**src/rtl/hazard_stall_controller.sv**
```systemverilog
// hazard_stall_controller: PC / pipeline-register sequencing for the 5-stage core.
// Handles load-use bubbles, taken-branch flushes, whole-pipe freeze on a busy
// data memory (branch flushes raised during a freeze are deferred to release)
// and a sticky watchdog on long freezes.
// Optional build macro: HAZARD_PERF_CNT_EN adds StallCycles_o / BubbleCnt_o.
//
// state  | meaning
// RUN    | pipe advancing; bubbles and flushes applied combinationally
// FREEZE | data memory busy; PC and all pipe registers held, watchdog counting
module hazard_stall_controller #(
    parameter int MAX_WAIT = 255,
    parameter int CNT_W    = 8
) (
    input  logic       clk_i,
    input  logic       rst_i,
    input  logic [4:0] RS1addr_ID_i,
    input  logic [4:0] RS2addr_ID_i,
    input  logic       RS1use_i,
    input  logic       RS2use_i,
    input  logic [4:0] RDaddr_IDEX_i,
    input  logic       MemRead_IDEX_i,
    input  logic       BranchTaken_i,
    input  logic       DmemStall_i,
    output logic       PCWrite_o,
    output logic       IFIDWrite_o,
    output logic       IFIDFlush_o,
    output logic       IDEXFlush_o,
    output logic       PipeFreeze_o,
    output logic       Timeout_o
`ifdef HAZARD_PERF_CNT_EN
    ,
    output logic [31:0] StallCycles_o,
    output logic [31:0] BubbleCnt_o
`endif
);

    typedef enum logic {
        RUN    = 1'b0,
        FREEZE = 1'b1
    } stateT;

    localparam logic [CNT_W-1:0] MaxWaitC = CNT_W'(MAX_WAIT);

    stateT            state;
    stateT            stateNext;
    logic             flushPend;
    logic             flushPendNext;
    logic [CNT_W-1:0] waitCnt;
    logic [CNT_W-1:0] waitCntNext;
    logic [CNT_W-1:0] cntInc;
    logic             timeoutNext;
    logic             luHazard;

    // Load in EX writing a register the instruction in ID actually reads; x0 never stalls.
    always_comb begin
        luHazard = MemRead_IDEX_i && (RDaddr_IDEX_i != 5'd0) &&
                   ((RS1use_i && (RDaddr_IDEX_i == RS1addr_ID_i)) ||
                    (RS2use_i && (RDaddr_IDEX_i == RS2addr_ID_i)));
    end

    // Saturating increment of the freeze-length counter.
    always_comb begin
        cntInc = (waitCnt == {CNT_W{1'b1}}) ? waitCnt : waitCnt + CNT_W'(1);
    end

    // Next-state and output decode; priority is freeze, then bubble, then flush.
    always_comb begin
        stateNext     = state;
        flushPendNext = flushPend;
        waitCntNext   = waitCnt;
        timeoutNext   = Timeout_o;
        PCWrite_o     = 1'b1;
        IFIDWrite_o   = 1'b1;
        IFIDFlush_o   = 1'b0;
        IDEXFlush_o   = 1'b0;
        PipeFreeze_o  = 1'b0;

        if (DmemStall_i) begin
            PCWrite_o    = 1'b0;
            IFIDWrite_o  = 1'b0;
            PipeFreeze_o = 1'b1;
            stateNext    = FREEZE;
            if (state == RUN) begin
                flushPendNext = BranchTaken_i;
                waitCntNext   = CNT_W'(1);
            end else begin
                flushPendNext = flushPend | BranchTaken_i;
                waitCntNext   = cntInc;
            end
            // waitCntNext counts freeze cycles completed including this one.
            if (waitCntNext >= MaxWaitC) begin
                timeoutNext = 1'b1;
            end
        end else begin
            stateNext   = RUN;
            waitCntNext = '0;
            if (luHazard) begin
                // Branch re-resolves after the bubble; any deferred flush is kept.
                PCWrite_o   = 1'b0;
                IFIDWrite_o = 1'b0;
                IDEXFlush_o = 1'b1;
            end else begin
                IFIDFlush_o   = BranchTaken_i | flushPend;
                flushPendNext = 1'b0;
            end
        end
    end

    // State, deferred-flush, watchdog counter and sticky timeout registers.
    always_ff @(posedge clk_i or negedge rst_i) begin
        if (!rst_i) begin
            state     <= RUN;
            flushPend <= 1'b0;
            waitCnt   <= '0;
            Timeout_o <= 1'b0;
        end else begin
            state     <= stateNext;
            flushPend <= flushPendNext;
            waitCnt   <= waitCntNext;
            Timeout_o <= timeoutNext;
        end
    end

`ifdef HAZARD_PERF_CNT_EN
    // Free-running performance counters for freeze cycles and inserted bubbles.
    always_ff @(posedge clk_i or negedge rst_i) begin
        if (!rst_i) begin
            StallCycles_o <= '0;
            BubbleCnt_o   <= '0;
        end else begin
            if (PipeFreeze_o) begin
                StallCycles_o <= StallCycles_o + 32'd1;
            end
            if (IDEXFlush_o) begin
                BubbleCnt_o <= BubbleCnt_o + 32'd1;
            end
        end
    end
`endif

endmodule
```
**config.mk**
```make
export PLATFORM = sky130hd
export DESIGN_NAME = hazard_stall_controller
export DESIGN_NICKNAME = d
export VERILOG_FILES = /design/src/rtl/hazard_stall_controller.sv
export SDC_FILE = /design/constraint.sdc
export NUM_CORES = 1
export LEC_CHECK = 0
export CAP_MARGIN = 20
export CORE_AREA = 3 3 48 50
export DETAILED_ROUTE_END_ITERATION = 7
export DIE_AREA = 0 0 51 53
export GPL_TIMING_DRIVEN = 0
export MAX_ROUTING_LAYER = met4
export PLACE_DENSITY = 0.78
export SLEW_MARGIN = 20
export SYNTH_ARGS = -nofsm -noshare
export SYNTH_HDL_FRONTEND = slang
export SYNTH_SLANG_ARGS = --single-unit
```
**constraint.sdc**
```tcl
create_clock -name clk_i -period 1.75 [get_ports clk_i]
set_input_delay 0.2625 -clock clk_i [delete_from_list [all_inputs] [get_ports clk_i]]
set_output_delay 0.2625 -clock clk_i [all_outputs]
set_load 0.005 [all_outputs]
```
==> flow_summary.ini <==
[clock_tree]
clk_path_buf_depth = 2
tritoncts = built
clkSinkCount = 11
insertion_delay_ns = 0.27
htree_levels = 1
clk_pin_slew_ns = 0.07
hold_buffers = 0
clockRootBuffer = clkbuf_4
numCtsBuffers = 3

[timing]
finalHoldViolations = 0
final-setup-viol-count = 2
min_period_over_period_pct = 105
drv_slew = 0
rsz0062_at_grt = yes
min_period_ns = 1.83
skew_ns = 0.000601
tightest_slew_ns = 0.509
fmax_mhz = 545
fin_ws_ns = -0.0842
max_slew_margin_pct = 66.0
fin_setup_tns_ns = -0.111

[finish]
diodes = 0
drive_above_1_share_pct = 26.8
area_growth_pct = 49.2
layout_common_cells = xnor2_1 (11), dfrtp_1 (10), buf_2 (8), dlygate4sd2_1 (8)
final_nets = 151
layoutNonFillerInstCount = 154
layout_commonest_cell = xnor2_1
postLayoutCoreUtil_pct = 63.1
nFillCells = 179

[floorplan]
design.die.area_sq_um = 2700
chipWidth_microns = 51
core_area_sq_um = 1940
fp-row-count = 16
dieHeight_microns = 53
initial_core_util_pct = 42.3
pin_count = 28

[routing]
first_pass_iters = 6
first_iter_violations = 17
vias_per_cell = 5.51
ant_nets = 0
drc = 0
vias = 849
routed_wl_microns = 2410
wl_per_cell_microns = 15.7

[setup_path]
crit_path_max_incr_delay_ns = 0.52
cp-start-kind = input pin
crit_path_max_fanout = 3
critPathKind = in2out
critPathBufInv = 3
cpLargestDelayFamily = simple AND/OR/NAND/NOR gates
path_cells = buf_8, or4_4, o21a_4, buf_6, a211oi_2, buf_2
worst_path_max_delay_cell = or4_4
cp-end-kind = output pin
critPathArrivalTime_ns = 1.57
critical_path_required_ns = 1.49

[yosys]
synth_nets = 115
synth_cell_types = 38
syn_area_sq_um = 822
syn_inst = 92
avgSynthCellArea_sq_um = 8.94
synth-async-reset-ratio_pct = 100
yosys_warnings = 0
ys_seq_area_share_pct = 33.5
synth_seq_cells = 11
ys.flop_type = dfrtp_1
synth_edf_count = 0

[pwr]
power_density_nw_per_um2 = 482
p_leak_uw = 0.000545
ir_drop_v = 0.000356

[flow_run]
cap_viol_max_count = 0

[grt]
grt_pass1_wl_microns = 3900
grtUsageTotal_pct = 19.1
grt_remaining_overflow = 0
grt_pass1_vias = 854
antenna_found_initial = 0
grt_max_degree = 12

[run_status]
status = complete, but fails checks
violations = negative setup slack

[place]
place_inst = 146
dp_hpwl_microns = 1700
gp_congestion = 0.831
port_buffers = 27

[min_path]
hold_path.class = in2async
==> cell usage after synthesis, types with 2 or more instances <==
cell,count,area [sq um]
nor2_1,4,15.0
inv_1,2,7.51
and2_1,3,18.8
nand3_1,3,15.0
o22ai_1,3,18.8
buf_4,2,15.0
buf_2,3,15.0
o21ai_0,3,15.0
a41oi_1,2,17.5
nand2_1,6,22.5
a31oi_1,2,12.5
nand4_1,2,12.5
and3_1,2,12.5
a21oi_1,8,40.0
dfrtp_1,11,275
nor3_1,4,20.0
xnor2_1,11,96.3
==> metal layers <==
| metal | track usage [%] | part of all wire [%] |
|---|---|---|
| met1 | 23.1 | 42 |
| met2 | 34.3 | 53 |
| met3 | 3.10 | 3.3 |
| met4 | 2.24 | 1.5 |
| met5 | - | 0 |
==> what timing repair did <==
action / 4_1_cts / 5_1_grt
endpoints found under the hold margin: 0 / 0
setup buffers: 5 / 0
resized for setup: 51 / 11
setup endpoints to repair: 6 / 7
pin swaps: 10 / 4
==> stage by stage <==
stage / area [sq um] / setup WS [ns] / total power (uW) / hold slack [ns]
after floorplan: 822 / 0.185 / 323 / -0.0331
after global placement: 1130 / -0.808 / 402 / 0.453
after detailed placement: 1130 / -0.830 / 406 / 0.467
after CTS: 1180 / -0.0680 / 587 / 0.346
after global routing: 1230 / -0.116 / 610 / 0.372
final: 1230 / -0.0842 / 591 / 0.329
==> worst paths after layout <==
| kind | from | to | slack [ns] | depth (start not counted) |
|---|---|---|---|---|
| setup / recovery | RDaddr_IDEX_i[4] | IFIDFlush_o | -0.08 | 6 |
| hold / removal | rst_i | waitCnt[6] | 0.33 | 1 |
| setup reg to reg | waitCnt[0] | Timeout_o | 0.15 | 6 |
| hold reg to reg | Timeout_o | Timeout_o | 0.48 | 1 |
| max in group asynchronous | rst_i | waitCnt[1] | 1.05 | 1 |
| min in group clk_i | DmemStall_i | state | 0.40 | 1 |
==> where the power goes <==
part | switching (uW) | internal (uW) | leakage, uW
clock network | 87.0 | 88.3 | 0.0000150
logic | 62.7 | 85.3 | 0.000384
registers | 7.27 | 260 | 0.000146
==> cells by family (layout without fill, tap and decap cells) <==
logic type	Yosys count	after routing	synth area share, %
xor gates and xnor gates	12	12	12.8
muxes	1	1	1.22
and+or+nand+nor	31	31	22.7
DFF	11	11	33.5
AOI/OAI and AO/OA	27	27	22.7
buffers and inverters	9	44	5.63
adders and majority gates	1	1	1.52
==> worst reg2reg max path, cell delays in order, from the launching register on <==
cell      delay (ns)
dfrtp_1         0.39
buf_2           0.21
and3_1          0.18
clkbuf_2        0.18
a21oi_1         0.09
o221a_2         0.24
a31o_1          0.20
==> cell type report <==
class / count / area, sq um / share of cell area, %
well taps: 27 / 33.8 / 2.76
inverters: 2 / 7.51 / 0.612
clock buffers: 4 / 26.3 / 2.14
plain buffers: 6 / 35.0 / 2.86
flip-flops and latches: 11 / 277 / 22.6
repair buffers: 32 / 294 / 24.0
multi-input cells: 72 / 553 / 45.1
==> sequential cells by signal, summed over array words and instances (netlist names) <==
| signal | cells |
|---|---|
| waitCnt | 8 |
| state | 1 |
| Timeout_o | 1 |
| flushPend | 1 |
No activity file was read; power rests on OpenSTA's default activity.
